## src/rtl/watch_pkg.sv

```systemverilog
// watch_pkg: moduli, field widths and default prescale count shared by the watch datapath
package watch_pkg;
    localparam int MSEC_MOD   = 100;
    localparam int SEC_MOD    = 60;
    localparam int MIN_MOD    = 60;
    localparam int HOUR_MOD   = 24;
    localparam int MSEC_W     = 7;
    localparam int SEC_W      = 6;
    localparam int MIN_W      = 6;
    localparam int HOUR_W     = 5;
    localparam int FCOUNT_DEF = 1_000_000;
endpackage

```

## src/rtl/watch_dp_if.sv

```systemverilog
// watch_dp_if: run/adjust pulses into the watch datapath and time fields out; master = control/display side, slave = datapath; o_pm only with WATCH_H12_EN
interface watch_dp_if;
    import watch_pkg::*;
    logic              i_run;
    logic              tick_sec_u;
    logic              tick_sec_d;
    logic              tick_min_u;
    logic              tick_min_d;
    logic              tick_hour_u;
    logic              tick_hour_d;
    logic [MSEC_W-1:0] o_msec;
    logic [SEC_W-1:0]  o_sec;
    logic [MIN_W-1:0]  o_min;
    logic [HOUR_W-1:0] o_hour;
`ifdef WATCH_H12_EN
    logic              o_pm;
    modport master (output i_run, tick_sec_u, tick_sec_d, tick_min_u, tick_min_d, tick_hour_u, tick_hour_d,
                    input o_msec, o_sec, o_min, o_hour, o_pm);
    modport slave  (input i_run, tick_sec_u, tick_sec_d, tick_min_u, tick_min_d, tick_hour_u, tick_hour_d,
                    output o_msec, o_sec, o_min, o_hour, o_pm);
`else
    modport master (output i_run, tick_sec_u, tick_sec_d, tick_min_u, tick_min_d, tick_hour_u, tick_hour_d,
                    input o_msec, o_sec, o_min, o_hour);
    modport slave  (input i_run, tick_sec_u, tick_sec_d, tick_min_u, tick_min_d, tick_hour_u, tick_hour_d,
                    output o_msec, o_sec, o_min, o_hour);
`endif
endinterface

```

## src/rtl/watch_field_cnt.sv

```systemverilog
// watch_field_cnt: one mod-MOD time field; ports clk, rst (async active-low), i_carry, i_up, i_down -> o_val, o_carry; adjust beats carry
module watch_field_cnt #(
    parameter int MOD  = 60,
    parameter int W    = 6,
    parameter int INIT = 0
) (
    input  logic         clk,
    input  logic         rst,
    input  logic         i_carry,
    input  logic         i_up,
    input  logic         i_down,
    output logic [W-1:0] o_val,
    output logic         o_carry
);
    logic [W-1:0] val_q, val_d;
    logic         at_max, at_zero, adj, inc, dec;
    assign at_max  = val_q == W'(MOD - 1);
    assign at_zero = val_q == '0;
    // up+down together cancel, so the carry is honoured in that case
    assign adj     = i_up ^ i_down;
    assign inc     = adj ? i_up : i_carry;
    assign dec     = adj & i_down;
    // an adjust swallows both the incoming carry and the outgoing one
    assign o_carry = i_carry & ~adj & at_max;
    always_comb begin
        val_d = inc ? (at_max ? '0 : val_q + W'(1)) :
                dec ? (at_zero ? W'(MOD - 1) : val_q - W'(1)) : val_q;
    end
    always_ff @(posedge clk or negedge rst) begin
        if (!rst) val_q <= W'(INIT);
        else      val_q <= val_d;
    end
    assign o_val = val_q;
endmodule

```

## src/rtl/watch_dp.sv

```systemverilog
// watch_dp: free-running cs/s/min/h clock with up/down field adjust; ports clk, rst (async active-low), bus (watch_dp_if.slave); WATCH_H12_EN adds 12-hour display and o_pm
module watch_dp
    import watch_pkg::*;
#(
    parameter int FCOUNT    = FCOUNT_DEF,
    parameter int HOUR_INIT = 12
) (
    input  logic     clk,
    input  logic     rst,
    watch_dp_if.slave bus
);
    localparam int PW = FCOUNT > 1 ? $clog2(FCOUNT) : 1;
    logic [PW-1:0]     pre_q, pre_d;
    logic              tick_q, tick_d, wrap;
    logic              c_msec, c_sec, c_min, hour_carry_unused;
    logic [HOUR_W-1:0] hour;
    assign wrap   = pre_q == PW'(FCOUNT - 1);
    // frozen prescaler keeps its partial period
    assign pre_d  = !bus.i_run ? pre_q : wrap ? '0 : pre_q + PW'(1);
    assign tick_d = bus.i_run & wrap;
    always_ff @(posedge clk or negedge rst) begin
        if (!rst) begin
            pre_q  <= '0;
            tick_q <= 1'b0;
        end else begin
            pre_q  <= pre_d;
            tick_q <= tick_d;
        end
    end
    watch_field_cnt #(.MOD(MSEC_MOD), .W(MSEC_W), .INIT(0)) u_msec (
        .clk(clk), .rst(rst), .i_carry(tick_q), .i_up(1'b0), .i_down(1'b0),
        .o_val(bus.o_msec), .o_carry(c_msec));
    watch_field_cnt #(.MOD(SEC_MOD), .W(SEC_W), .INIT(0)) u_sec (
        .clk(clk), .rst(rst), .i_carry(c_msec), .i_up(bus.tick_sec_u), .i_down(bus.tick_sec_d),
        .o_val(bus.o_sec), .o_carry(c_sec));
    watch_field_cnt #(.MOD(MIN_MOD), .W(MIN_W), .INIT(0)) u_min (
        .clk(clk), .rst(rst), .i_carry(c_sec), .i_up(bus.tick_min_u), .i_down(bus.tick_min_d),
        .o_val(bus.o_min), .o_carry(c_min));
    watch_field_cnt #(.MOD(HOUR_MOD), .W(HOUR_W), .INIT(HOUR_INIT)) u_hour (
        .clk(clk), .rst(rst), .i_carry(c_min), .i_up(bus.tick_hour_u), .i_down(bus.tick_hour_d),
        .o_val(hour), .o_carry(hour_carry_unused));
`ifdef WATCH_H12_EN
    // display only: the internal count stays 0..23
    assign bus.o_hour = hour == '0 ? HOUR_W'(12) : hour > HOUR_W'(12) ? hour - HOUR_W'(12) : hour;
    assign bus.o_pm   = hour >= HOUR_W'(12);
`else
    assign bus.o_hour = hour;
`endif
endmodule

```

## src/flat_wrapper.sv

```systemverilog
// flat-port wrapper written by rule: the top's interface ports become plain ports
module watch_dp_flat import watch_pkg::*;
#(
    parameter int FCOUNT    = FCOUNT_DEF,
    parameter int HOUR_INIT = 12
)
  (clk, rst, bus_i_run, bus_tick_sec_u, bus_tick_sec_d, bus_tick_min_u, bus_tick_min_d, bus_tick_hour_u, bus_tick_hour_d, bus_o_msec, bus_o_sec, bus_o_min, bus_o_hour);
  watch_dp_if bus_i ();
  input  logic clk;
  input  logic rst;
  input wire logic [$bits(bus_i.i_run)-1:0] bus_i_run;
  input wire logic [$bits(bus_i.tick_sec_u)-1:0] bus_tick_sec_u;
  input wire logic [$bits(bus_i.tick_sec_d)-1:0] bus_tick_sec_d;
  input wire logic [$bits(bus_i.tick_min_u)-1:0] bus_tick_min_u;
  input wire logic [$bits(bus_i.tick_min_d)-1:0] bus_tick_min_d;
  input wire logic [$bits(bus_i.tick_hour_u)-1:0] bus_tick_hour_u;
  input wire logic [$bits(bus_i.tick_hour_d)-1:0] bus_tick_hour_d;
  output wire logic [$bits(bus_i.o_msec)-1:0] bus_o_msec;
  output wire logic [$bits(bus_i.o_sec)-1:0] bus_o_sec;
  output wire logic [$bits(bus_i.o_min)-1:0] bus_o_min;
  output wire logic [$bits(bus_i.o_hour)-1:0] bus_o_hour;
  assign bus_i.i_run = bus_i_run;
  assign bus_i.tick_sec_u = bus_tick_sec_u;
  assign bus_i.tick_sec_d = bus_tick_sec_d;
  assign bus_i.tick_min_u = bus_tick_min_u;
  assign bus_i.tick_min_d = bus_tick_min_d;
  assign bus_i.tick_hour_u = bus_tick_hour_u;
  assign bus_i.tick_hour_d = bus_tick_hour_d;
  assign bus_o_msec = bus_i.o_msec;
  assign bus_o_sec = bus_i.o_sec;
  assign bus_o_min = bus_i.o_min;
  assign bus_o_hour = bus_i.o_hour;
  watch_dp #(.FCOUNT(FCOUNT), .HOUR_INIT(HOUR_INIT)) u_core (.clk(clk), .rst(rst), .bus(bus_i));
endmodule
```

## config.mk

```make
export PLATFORM = sky130hd
export DESIGN_NAME = watch_dp_flat
export DESIGN_NICKNAME = d
export VERILOG_FILES = /design/src/rtl/watch_pkg.sv /design/src/rtl/watch_dp_if.sv /design/src/rtl/watch_field_cnt.sv /design/src/rtl/watch_dp.sv /design/src/flat_wrapper.sv
export SDC_FILE = /design/constraint.sdc
export NUM_CORES = 1
export LEC_CHECK = 0
export ABC_AREA = 1
export ABC_CLOCK_PERIOD_IN_PS = 2200
export BUFFER_PORTS_ARGS = -buffer_cell sky130_fd_sc_hd__buf_4
export CORE_ASPECT_RATIO = 1.75
export CORE_UTILIZATION = 40
export CTS_CLUSTER_SIZE = 10
export DETAILED_ROUTE_END_ITERATION = 12
export SLEW_MARGIN = 30
export SYNTH_ARGS = -nofsm -noshare
export SYNTH_HDL_FRONTEND = slang
export SYNTH_SLANG_ARGS = --single-unit
```

## constraint.sdc

```tcl
create_clock -name clk -period 2.2 [get_ports clk]
set_clock_uncertainty 0.1 [all_clocks]
set_input_delay 0.22 -clock clk [delete_from_list [all_inputs] [get_ports clk]]
set_output_delay 0.22 -clock clk [all_outputs]
set_load 0.1 [all_outputs]
```

* After elaboration in Yosys (flattened, before gate mapping)
Index checks and enable logic that the tools add are counted.
** Operators by class
- Muxes and demuxes :: 17
- $add $sub $neg :: 8
- Equal/unequal tests :: 5
- Bitwise logic cells :: 14
- Reduce and logical (&&, ||, !) cells :: 6
** Operators with widths (count)
- two-way mux 6 bit :: 8
- adder 20 x 1 -> 20 bit, second input constant :: 1
- equality test 20 bit, second input constant :: 1
- two-way mux 20 bit :: 1
- two-way mux 5 bit :: 4
- adder 6 x 1 -> 6 bit, second input constant :: 2
- equality test 6 bit, second input constant :: 2
- zero test 6 bit :: 2
- subtractor 6 x 1 -> 6 bit, second input constant :: 2
- bitwise AND 1 bit :: 9
- adder 7 x 1 -> 7 bit, second input constant :: 1
- equality test 7 bit, second input constant :: 1
- two-way mux 7 bit :: 1
- nonzero test 2 bit :: 3
- adder 5 x 1 -> 5 bit, second input constant :: 1
- equality test 5 bit, second input constant :: 1
- zero test 5 bit :: 1
- subtractor 5 x 1 -> 5 bit, second input constant :: 1
- two-way mux 1 bit :: 3
- bitwise XOR 1 bit :: 3
- NOT 1 bit :: 2
** Word-level totals
- Output and inout bits :: 24
- Register bits after elaboration :: 45
- Word-level logic and storage cells :: 56
- Bits of input ports :: 9

* Logic depth before layout (Yosys ltp)
Gate-level depths: netlist of the first run.
- Word-level depth :: 8
- Gate-level depth with buffers :: 11

* Hierarchy
Synthesis of the first run repeated with hierarchy kept, for this count alone.
** Unflattened totals
- Cells, all modules :: 544
- Area total of the unflattened synthesis :: 3739.8 µm²
** By module, submodules not included
- watch_dp :: area an instance 1298.7 µm², times used 1, cells each 190
- watch_field_cnt at u_core.u_min ... :: area an instance 611.8 µm², times used 2, cells each 88
- watch_field_cnt at u_core.u_msec :: area an instance 759.5 µm², times used 1, cells each 114
- watch_field_cnt at u_core.u_hour :: area an instance 457.9 µm², times used 1, cells each 64

* Worst setup path before layout of the first run
Ideal clock, no wire load.
- Path kind :: flip-flop to flip-flop
- Start point :: register u_core.u_min.val_q[1] (netlist: u_core.u_min.o_val[1])
- End point :: register u_core.u_hour.val_q[0] (netlist: u_core.u_hour.o_val[0])
- Cell stages (with the launch flop) :: 9
- Path slack :: -117 ps
- Library setup time :: 120 ps
- Arrival time :: 2097 ps
- Path through :: dfrtp_1 -> ha_1 -> nand3_1 -> nor3_1 -> nand3_4 -> nand3_2 -> inv_1 -> nand2_1 -> nand2_1
** On the way
- Cells in the longest elaborated chain, start to end :: 4
** Ends and longest elaborated chain
- start: declaration :: RTL line watch_field_cnt.sv:15 : logic [W-1:0] val_q, val_d;
- start signal: assignment :: RTL line watch_field_cnt.sv:30 : if (!rst) val_q <= W'(INIT);
- start signal: assignment :: RTL line watch_field_cnt.sv:31 : else val_q <= val_d;
- equality test 6 bit (*) :: RTL line watch_field_cnt.sv:17 : assign at_max = val_q == W'(MOD - 1);
- bitwise AND 1 bit (*) :: RTL line watch_field_cnt.sv:24 : assign o_carry = i_carry & ~adj & at_max;
- two-way mux 1 bit (*) :: RTL line watch_field_cnt.sv:21 : assign inc = adj ? i_up : i_carry;
- two-way mux 5 bit / nonzero test 2 bit (equally long branches)
- end signal: assignment :: RTL line watch_field_cnt.sv:30
- end signal: assignment :: RTL line watch_field_cnt.sv:31
- end: declaration :: RTL line watch_field_cnt.sv:15
Mark *: on every way between the ends. The rest lies on a longest branch, timed or not.
A chain may end at the register's enable or synchronous reset.

* Worst setup path after layout of the first run
- Start point :: register u_core.u_sec.val_q[0] (netlist: u_core.u_sec.o_val[0])
- End point :: register u_core.u_hour.val_q[0] (netlist: u_core.u_hour.o_val[0])
** On the way
- Cells in the longest elaborated chain, start to end :: 6
** Ends and longest elaborated chain (RTL line)
- start: declaration :: watch_field_cnt.sv:15
- start signal: assignment :: watch_field_cnt.sv:30
- start signal: assignment :: watch_field_cnt.sv:31
- equality test 6 bit (*) :: watch_field_cnt.sv:17
- bitwise AND 1 bit (*) (3 in a row) :: watch_field_cnt.sv:24
- two-way mux 1 bit (*) :: watch_field_cnt.sv:21
- two-way mux 5 bit / nonzero test 2 bit (equally long branches)
Marked as above.

==> run_results.csv, run 1 <==
group,metric,value,unit
cts,cts_setup_buffers,0,
worst_setup_path,cp_data_required_time,2.28,ns
timing,max_freq,546,MHz
cts,path_clk_slew,0.07,ns
synthesis,synth_compound_area_frac,0.0713,
global_route,grt_pass1_wl,12200,um
floorplanning,die_x,68.8,um
worst_setup_path,setup.worst_path.end_class,"flip-flop",
synthesis,yosysWarnings,0,
cts,cts_root_buffer,"clkbuf_16",
placement,portBuffers,32,
floorplanning,core,7570,um2
floorplanning,dieArea,8190,um2
synthesis,synth_xor_area_frac,0.0420,
worst_setup_path,arrival,1.91,ns
global_route,grt_antenna_before_repair,0,
power,p_leak,1.87,nW
synthesis,synth_edf_count,0,
timing,drv_slew,0,
synthesis,synth_fp_nets,451,
timing,finalWorstSetupSlack,0.367,ns
floorplanning,io_pins,33,
outcome,status,"finished, final reports clean",
timing,finalHoldViolCount,0,
cts,insertion_delay,0.30,ns
synthesis,synth-seq-cells,45,
cts,clock-sinks,45,
worst_setup_path,crit_type,"flip-flop to flip-flop",
synthesis,synth_top_family_by_area,"simple AND/OR/NAND/NOR gates",
cells_and_area,num-nets-final,488,
global_route,grt_max_degree,46,
cells_and_area,diodes,0,
synthesis,ys_types,43,
cells_and_area,mostFrequentLayoutCells,"nand2_1 (101), inv_1 (64), nand3_1 (48), nor2_1 (48), dfrtp_1 (37)",
worst_setup_path,crit_path_start_kind,"flip-flop",
synthesis,syn_inst,429,
worst_setup_path,crit_slowest_cell,"dfrtp_2",
synthesis,avgSynthCellArea,7.29,um2
cts,cts_tree,"done",
global_route,grt_overflow,0,
cts,clock_path_buffers,2,
run,cap_violations,0,
cts,htreeDepth,2,
floorplanning,rows,42,
route,drt_pre_antenna_iters,4,
timing,whs,0.143,ns
timing,slew_headroom,0.602,
synthesis,synth-simple-area-share,0.382,
cts,cts-buffers-inserted,5,
route,drtAntennaViolNets,0,
placement,place_worst_setup_slack,0.369,ns
global_route,track_usage,0.204,
worst_setup_path,slowest_delay,0.42,ns
route,drt-wirelength-per-cell,13.3,um
synthesis,seq_area_frac_synth,0.361,
timing,rsz0062_at_grt,"no",
cells_and_area,design_area,3620,um2
placement,dpl_cell_area,3460,um2
hold_path,hold_path_class,"primary input to flip-flop",
cells_and_area,finalNonFillerCells,555,
floorplanning,die_h,119,um
global_route,grt_pass1_vias,2764,
synthesis,syn_area,3130,um2
cells_and_area,synthToLayoutAreaGrowth,15.7,%
route,drc,0,
power,p_per_area,1290,nW/um2
cells_and_area,drive_gt1_frac,0.169,
route,drt_iter0_drc,113,
timing,setup_tns,0,ns
route,vias_per_cell,5.19,
route,vias,2882,
timing,finalCritPeriodShare,0.833,
synthesis,synth_fa_ha_area_frac,0.0520,
worst_setup_path,path_cells,"ha_1 > nand3_1 > nor3_2 > nand3_4 > nand2_2 > nand2_1 > nand3_1 > nand2_1",
placement,gp_congestion,0.845,
floorplanning,start_util,0.413,
placement,placed_cells,546,
placement,post-dp-hpwl,5800,um
timing,worstMarginPinSlew,0.597,ns
synthesis,ys.flop_type,"dfrtp_1",
cells_and_area,layout_commonest_cell,"nand2_1",
synthesis,synth_mux_area_frac,0.00360,
timing,final-setup-viol-count,0,
worst_setup_path,crit_fanout,7,
power,max-vdd-ir-drop,453,uV
route,drt-total-wl,7400,um
timing,period_needed,1.83,ns
synthesis,synth-async-reset-ratio,1.00,
==> routing by layer <==
layer / global-route usage / part of all wire
met1: 0.192 / 0.36
met2: 0.367 / 0.54
met3: 0.0441 / 0.036
met4: 0.140 / 0.058
met5: 0 / 0
==> sequential cells by signal, indices dropped and copies added, names as in the netlist <==
register / cells
u_core.pre_q: 20
u_core.u_msec.o_val: 7
u_core.u_min.o_val: 6
u_core.u_sec.o_val: 6
u_core.u_hour.o_val: 5
u_core.tick_q: 1
==> repair_timing <==
action	4_1_cts	5_1_grt
hold endpoints to repair	43	0
hold buffers	1	0
gates resized for setup	0	0
==> stage by stage <==
| stage | total power, W | util |
|---|---|---|
| 3_5_place_dp | 0.00391 | 0.457 |
| 2_1_floorplan | 0.00336 | - |
| 5_1_grt | 0.00499 | 0.478 |
| 6_report | 0.00467 | 0.478 |
| 4_1_cts | 0.00470 | 0.478 |
| 3_3_place_gp | 0.00388 | 0.457 |
==> path summary, 6_finish.rpt <==
| check | cells past startpoint | slack (ns) | start | to |
|---|---|---|---|---|
| worst max-delay path | 8 | 0.37 | u_core.u_sec.o_val[0]$_DFFE_PN0P_ | u_core.u_hour.o_val[0]$_DFFE_PN0P_ |
| worst min-delay path | 2 | 0.14 | bus_i_run | u_core.pre_q[0]$_DFFE_PN0P_ |
| worst max register to register | 8 | 0.37 | u_core.u_sec.o_val[0]$_DFFE_PN0P_ | u_core.u_hour.o_val[0]$_DFFE_PN0P_ |
| worst min register to register | 2 | 0.44 | u_core.pre_q[1]$_DFFE_PN0P_ | u_core.pre_q[1]$_DFFE_PN0P_ |
| max in group asynchronous | 2 | 1.19 | rst | u_core.u_min.o_val[1]$_DFFE_PN0P_ |
| min in group asynchronous | 2 | 0.37 | rst | u_core.u_sec.o_val[3]$_DFFE_PN0P_ |
==> worst max-delay path, delay by kind of cell (launching register included) <==
| kind | cells | cell delay [ns] |
|---|---|---|
| fa+ha+maj | 1 | 0.29 |
| flops | 1 | 0.42 |
| simple gates | 7 | 0.90 |
==> synth_stat cells (2+ instances only) <==
| cell | instances | area share |
|---|---|---|
| o211ai_1 | 4 | 0.0096 |
| inv_2 | 2 | 0.0024 |
| dfrtp_1 | 43 | 0.34 |
| nor3_1 | 7 | 0.011 |
| nor2_2 | 4 | 0.0080 |
| nand2_2 | 6 | 0.012 |
| inv_1 | 64 | 0.077 |
| nand3_2 | 2 | 0.0064 |
| nor3_2 | 3 | 0.0096 |
| nand3b_1 | 2 | 0.0048 |
| a21boi_0 | 2 | 0.0048 |
| nor2_1 | 48 | 0.058 |
| ha_1 | 13 | 0.052 |
| nand4_1 | 11 | 0.022 |
| or2_2 | 2 | 0.0040 |
| nand3_4 | 2 | 0.011 |
| nand2_1 | 101 | 0.12 |
| dfstp_2 | 2 | 0.017 |
| a21oi_1 | 10 | 0.016 |
| nand3_1 | 48 | 0.077 |
| xnor2_1 | 2 | 0.0056 |
| o21ai_0 | 17 | 0.027 |
| xor2_1 | 13 | 0.036 |
| nand2_4 | 2 | 0.0072 |
==> cell type report <==
cell class | instances | area [um2]
multi-input cells | 314 | 1720
clock buffers | 8 | 146
inverters | 67 | 254
repair buffers | 33 | 250
fillers | 781 | 3950
flip-flops and latches | 45 | 1140
well taps | 88 | 110
==> kinds of logic (layout without fill, tap and decap cells) <==
logic type,Yosys count,count (layout)
compound gates,39,39
xor+xnor,15,15
flops,45,45
buf+inv,70,108
fa+ha+maj,13,13
simple gates,246,246
mux,1,1
==> power by group <==
part           internal (W)  switching [W]
Sequential          0.00105       0.000347
Combinational      0.000656        0.00183
Clock              0.000454       0.000326
(Power assumes the default switching activity.)
==> run 2, diff against run 1 <==
Settings changed: ABC_AREA 1 to 0, ABC_CLOCK_PERIOD_IN_PS 2200 to 1650.
Clock period 2.2 ns to 1.65 ns, I/O delays scaled along.
==> run 2 against run 1 <==
Effect of this change:
- largest cell class unchanged
- highest routed layer unchanged
- critical path depth fell by 3
- largest power group unchanged
- fmax fell by 14%
- the run now ends with negative setup slack left
- hold slack got worse by 0.13 ns
==> run_results.csv, run 2 <==
group,metric,value,unit
timing,rsz0062_at_grt,"yes",
timing,final-setup-viol-count,32,
synthesis,synth_area_leader_cell,"dfrtp_1",
worst_setup_path,setup.worst_path.end_class,"flip-flop",
route,drt_pre_antenna_iters,4,
cts,path_clk_slew,0.07,ns
worst_setup_path,cp_data_required_time,1.75,ns
timing,finalCritPeriodShare,1.30,
synthesis,syn_inst,309,
placement,post-dp-hpwl,5490,um
cts,insertion_delay,0.29,ns
cts,cts_tree,"done",
cells_and_area,drive_gt1_frac,0.476,
route,vias_per_cell,5.62,
global_route,grt_overflow,0,
synthesis,seq_area_frac_synth,0.391,
synthesis,synth_edf_count,0,
floorplanning,io_pins,33,
global_route,track_usage,0.221,
timing,drv_slew,0,
cells_and_area,fillers,587,
timing,finalWorstSetupSlack,-0.492,ns
outcome,status,"finished with violations",
cells_and_area,finalNonFillerCells,515,
synthesis,syn_area,2880,um2
cells_and_area,mostFrequentLayoutCells,"buf_4 (110), dfrtp_1 (23), nand3_1 (21)",
synthesis,synth.top_cell.area_share,0.373,
global_route,grt_max_degree,46,
synthesis,avgSynthCellArea,9.33,um2
floorplanning,rows,40,
worst_setup_path,crit_slowest_cell,"or4b_4",
power,p_leak,1.93,nW
cells_and_area,max_flop_register,"u_core.pre_q",
worst_setup_path,r2r-start,"u_core.u_msec.o_val[3]$_DFFE_PN0P_",
cells_and_area,synthToLayoutAreaGrowth,53.0,%
route,drt_iter0_drc,136,
floorplanning,die_x,66.2,um
cts,cts-buffers-inserted,5,
floorplanning,die_h,114,um
outcome,violations,"negative setup slack",
worst_setup_path,reg2reg_to,"u_core.u_sec.o_val[4]$_DFFE_PN0P_",
worst_setup_path,path_cells,"or4b_4 > o31a_1 > buf_6 > or3_4 > o211ai_1",
route,vias,2894,
run,cap_violations,0,
placement,placed_cells,486,
floorplanning,core,6910,um2
worst_setup_path,crit_fanout,10,
power,p_per_area,1450,nW/um2
worst_setup_path,crit_path_start_kind,"flip-flop",
synthesis,ys_types,58,
synthesis,synth_fp_nets,331,
power,power,0.00639,W
hold_path,worstHoldStart,"bus_i_run",
synthesis,yosysMostFrequentCell,"dfrtp_1",
timing,finalHoldViolCount,0,
synthesis,ys.flop_type,"dfrtp_1",
synthesis,netlist_top_cells_area,"dfrtp_1 (37%), ha_1 (5.6%), xnor2_1 (5.2%)",
worst_setup_path,ff2ff_setup_slack,-0.49,ns
worst_setup_path,arrival,2.25,ns
global_route,grt_antenna_before_repair,0,
synthesis,synth-seq-cells,45,
power,max-vdd-ir-drop,845,uV
hold_path,min_to,"u_core.pre_q[1]$_DFFE_PN0P_",
hold_path,hold-path-cell-count,2,
worst_setup_path,reg2regPathDepth,5,
placement,gp_congestion,0.847,
cts,clock_path_buffers,2,
cells_and_area,diodes,0,
cells_and_area,num-nets-final,452,
cts,cts_root_buffer,"clkbuf_16",
route,drt-total-wl,8050,um
route,drtAntennaViolNets,0,
timing,worstMarginPinSlew,0.600,ns
timing,max_freq,467,MHz
synthesis,yosysWarnings,0,
global_route,grt_pass1_vias,2833,
floorplanning,start_util,0.417,
timing,slew_headroom,0.600,
cts,htreeDepth,2,
global_route,grt_pass1_wl,12700,um
route,drc,0,
route,drt-wirelength-per-cell,15.6,um
cells_and_area,largest_reg_flops,20,
hold_path,hold_path_class,"primary input to flip-flop",
synthesis,yosys-top-cells-count,"dfrtp_1 (43), nand3_1 (24), nor2_1 (20)",
worst_setup_path,crit_type,"flip-flop to flip-flop",
cells_and_area,layout_commonest_cell,"buf_4",
timing,period_needed,2.14,ns
timing,setup_tns,-10.52,ns
synthesis,synth-async-reset-ratio,1.00,
cts,clock-sinks,45,
floorplanning,dieArea,7560,um2
worst_setup_path,slowest_delay,0.56,ns
placement,portBuffers,32,
[run 2: layout make-up]
cell class,instances,area [um2],share of cell area
clock buffer,7,143,0.0323
clock inverter,1,7.51,0.00170
inverter,18,67.6,0.0153
multi-input combinational,234,1880,0.427
sequential,45,1180,0.268
tap,84,105,0.0238
timing repair buffer,126,1020,0.232
[run 2: worst max-delay path: cells and delay by family (launching register included)]
family	cells	cell delay [ns]
buffers and inverters	1	0.16
AOI/OAI and AO/OA	2	0.39
DFF	1	0.47
and+or+nand+nor	2	0.93
[run 2: what timing repair did]
| item | 4_1_cts | 5_1_grt |
|---|---|---|
| resized for setup | 18 | 26 |
| pin swaps | 14 | 12 |
| hold endpoints to repair | 43 | 0 |
| hold buffers | 1 | 0 |
| setup buffers | 11 | 9 |
| setup endpoints to repair | 29 | 33 |
| cloned | 1 | 0 |
[run 2: how the worst max path moves through the flow]
stage,endpoint,from,cells after the start
final,u_core.u_sec.o_val[4]$_DFFE_PN0P_,u_core.u_msec.o_val[3]$_DFFE_PN0P_,5
after CTS,u_core.u_sec.o_val[5]$_DFFE_PN0P_,u_core.u_msec.o_val[3]$_DFFE_PN0P_,5
after global placement,u_core.u_sec.o_val[5]$_DFFE_PN0P_,u_core.u_sec.o_val[0]$_DFFE_PN0P_,5
after detailed placement,u_core.u_sec.o_val[5]$_DFFE_PN0P_,u_core.u_sec.o_val[0]$_DFFE_PN0P_,5
after floorplan,u_core.u_sec.o_val[5]$_DFFE_PN0P_,u_core.u_msec.o_val[3]$_DFFE_PN0P_,5
after global routing,u_core.u_sec.o_val[3]$_DFFE_PN0P_,u_core.u_msec.o_val[3]$_DFFE_PN0P_,6
[run 2: cells by family after synthesis]
group | after synthesis | share of synthesized area
AOI/OAI and AO/OA | 62 | 0.144
DFF | 45 | 0.391
and+or+nand+nor | 123 | 0.247
muxes | 13 | 0.0464
adders and majority gates | 13 | 0.0564
buffers and inverters | 31 | 0.0477
xor gates and xnor gates | 22 | 0.0668
[run 2: layer usage]
| layer | vias to the layer above | global-route usage | routed length (um) | share of wire |
|---|---|---|---|---|
| met5 | - | 0 | 0 | 0 |
| met4 | 0 | 0.122 | 326 | 0.040 |
| met3 | 33 | 0.0319 | 250 | 0.031 |
| met2 | 79 | 0.425 | 4580 | 0.57 |
| met1 | 1401 | 0.214 | 2900 | 0.36 |
| li1 | 1381 | - | - | - |
[run 2: where the power goes]
group          switching [W]  total (W)  internal [W]  leakage [nW]
clock network       0.000426    0.00103      0.000604        0.0701
logic                0.00242    0.00370       0.00128          1.31
registers           0.000251    0.00166       0.00141         0.551
total                0.00310    0.00639       0.00329          1.93
[run 2: through the flow]
| step | utilization | instance area, um2 | worst slack (ns) | hold WS [ns] |
|---|---|---|---|---|
| 3_3_place_gp | 0.564 | 3890 | -0.468 | 0.120 |
| 5_1_grt | 0.639 | 4410 | -0.525 | 0.0164 |
| 4_1_cts | 0.613 | 4230 | -0.466 | 0.0116 |
| 2_1_floorplan | - | 3070 | -0.626 | -0.231 |
| 6_report | 0.639 | 4410 | -0.492 | 0.0176 |
| 3_5_place_dp | 0.564 | 3890 | -0.489 | 0.120 |
==> run 3, diff against run 2 <==
Settings changed: CORE_ASPECT_RATIO 1.75 to 1.25.
==> run 3 against run 2 <==
Effect of this change:
- the run still ends with negative setup slack left
- hold slack better by 0.27 ns
- via count is 4.8% lower
- combinational power hardly changed
- clock-buffer cell count is 1 lower
- sequential cell count stayed put
- final cell count is 0.58% lower
- wire length is 11% lower
- critical endpoint is now u_core.u_min.o_val[1]$_DFFE_PN0P_
- highest routed layer unchanged
==> run_results.csv, run 3 (synthesis gave the netlist of run 2 again) <==
group,metric,value,unit
timing,worstMarginPinSlew,0.587,ns
power,power,0.00612,W
placement,post-dp-hpwl,5130,um
global_route,grt_max_degree,46,
cts,cts_tree,"done",
floorplanning,die_h,96.9,um
global_route,grt_antenna_before_repair,0,
cells_and_area,fillers,607,
global_route,track_usage,0.201,
placement,dpl_cell_area,3890,um2
worst_setup_path,r2r-start,"u_core.u_sec.o_val[0]$_DFFE_PN0P_",
floorplanning,die_x,77.9,um
power,p_leak,1.85,nW
worst_setup_path,reg2regPathDepth,7,
cts,clock-sinks,45,
cells_and_area,drive_gt1_frac,0.455,
route,vias_per_cell,5.38,
timing,max_freq,472,MHz
route,drtAntennaViolNets,0,
cts,htreeDepth,2,
power,clkPwrFrac,0.123,
floorplanning,dieArea,7550,um2
floorplanning,rows,34,
power,p_int,0.00305,W
cells_and_area,max_flop_register,"u_core.pre_q",
placement,gp_congestion,0.815,
cts,cts-buffers-inserted,5,
cells_and_area,largest_reg_flops,20,
cts,path_clk_slew,0.10,ns
cells_and_area,mostFrequentLayoutCells,"buf_4 (101), dfrtp_1 (23), nand3_1 (22)",
timing,rsz0062_at_grt,"yes",
worst_setup_path,crit_fanout,8,
timing,period_needed,2.12,ns
cells_and_area,layout_commonest_cell,"buf_4",
worst_setup_path,crit_path_start_kind,"flip-flop",
power,max-vdd-ir-drop,1090,uV
global_route,grt_pass1_vias,2865,
run,cap_violations,0,
worst_setup_path,crit_type,"flip-flop to flip-flop",
power,switching_share,0.502,
timing,final-setup-viol-count,32,
worst_setup_path,cp_data_required_time,1.74,ns
global_route,grt_pass1_wl,12400,um
timing,slew_headroom,0.608,
power,p_seq_frac,0.269,
cells_and_area,design_area,4280,um2
route,drc,0,
route,vias,2756,
cts,clock_path_buffers,2,
route,drt-total-wl,7200,um
cts,cts_root_buffer,"clkbuf_8",
timing,finalCritPeriodShare,1.28,
outcome,status,"finished with violations",
cells_and_area,synthToLayoutAreaGrowth,48.6,%
route,drt_pre_antenna_iters,4,
cells_and_area,diodes,0,
cells_and_area,num-nets-final,443,
timing,setup_tns,-10.48,ns
worst_setup_path,arrival,2.21,ns
cells_and_area,register_area,1180,um2
route,drt_iter0_drc,81,
timing,finalHoldViolCount,0,
placement,portBuffers,32,
floorplanning,io_pins,33,
timing,finalWorstSetupSlack,-0.470,ns
global_route,grt_overflow,0,
floorplanning,core,6980,um2
cts,insertion_delay,0.30,ns
timing,drv_slew,0,
worst_setup_path,reg2reg_to,"u_core.u_min.o_val[1]$_DFFE_PN0P_",
power,p_per_area,1430,nW/um2
power,comb_power_share,0.607,
cells_and_area,fin_util,0.614,
outcome,violations,"negative setup slack",
worst_setup_path,ff2ff_setup_slack,-0.47,ns
cells_and_area,multi_input_area,1870,um2
power,power.switching,0.00308,W
worst_setup_path,setup.worst_path.end_class,"flip-flop",
worst_setup_path,critPathLaunch,"u_core.u_sec.o_val[0]$_DFFE_PN0P_",
hold_path,hold_path_class,"primary input to async pin",
route,drt-wirelength-per-cell,14.1,um
floorplanning,start_util,0.413,
-- run 3: cell count changes in the layout (fill, tap and decap cells not counted), moves of 2 or more --
cell,before,now
nor2_1,17,19
nor2_2,2,0
buf_4,110,101
clkbuf_8,1,6
clkbuf_16,5,0
-- run 3: cell type report --
cell class                 instances  area share
multi-input combinational        233       0.436
sequential                        45       0.276
tap                               90      0.0263
inverter                          18      0.0158
timing repair buffer             118       0.223
clock inverter                     2     0.00380
clock buffer                       6      0.0193
-- run 3: repair_timing --
item,4_1_cts,5_1_grt
gates cloned,1,0
pin swaps,14,21
hold buffers,2,0
gates resized for setup,28,19
setup buffers,10,5
hold endpoints to repair,44,0
setup endpoints to repair,29,33
-- run 3: how the worst max path moves through the flow --
stage          slack, ns                           endpoint
6_report           -0.47  u_core.u_min.o_val[1]$_DFFE_PN0P_
5_1_grt            -0.53  u_core.u_sec.o_val[5]$_DFFE_PN0P_
4_1_cts            -0.47  u_core.u_sec.o_val[5]$_DFFE_PN0P_
3_5_place_dp       -0.48  u_core.u_sec.o_val[2]$_DFFE_PN0P_
3_3_place_gp       -0.46  u_core.u_sec.o_val[5]$_DFFE_PN0P_
2_1_floorplan      -0.63  u_core.u_sec.o_val[5]$_DFFE_PN0P_
-- run 3: power by group through the flow --
stage / clock network [W] / logic [W] / registers (W)
floorplan: 0 / 0.00104 / 0.00304
global placement: 0 / 0.00344 / 0.00164
detailed placement: 0 / 0.00349 / 0.00165
CTS: 0.000785 / 0.00362 / 0.00164
global route: 0.000818 / 0.00396 / 0.00169
finish: 0.000753 / 0.00372 / 0.00165
-- run 3: worst max-delay path, stage by stage (launching register included) --
cell and delay [ns]:
dfrtp_4 0.52, buf_6 0.14, ha_4 0.15, nor2b_4 0.12, and4_4 0.18, a32o_2 0.35, or3b_4 0.38, o311ai_1 0.07
-- run 3: layer usage --
layer / GRT usage / wire, um
met5: 0 / 0
met4: 0.0726 / 138
met3: 0.0330 / 230
met1: 0.216 / 3060
met2: 0.386 / 3760
-- run 3: per-stage QoR --
stage | worst slack, ns | std cells | hold slack, ns
detailed placement | -0.479 | 491 | 0.121
finish | -0.470 | 512 | 0.292
floorplan | -0.626 | 309 | -0.231
global route | -0.530 | 512 | 0.350
CTS | -0.474 | 511 | 0.288
global placement | -0.459 | 491 | 0.121
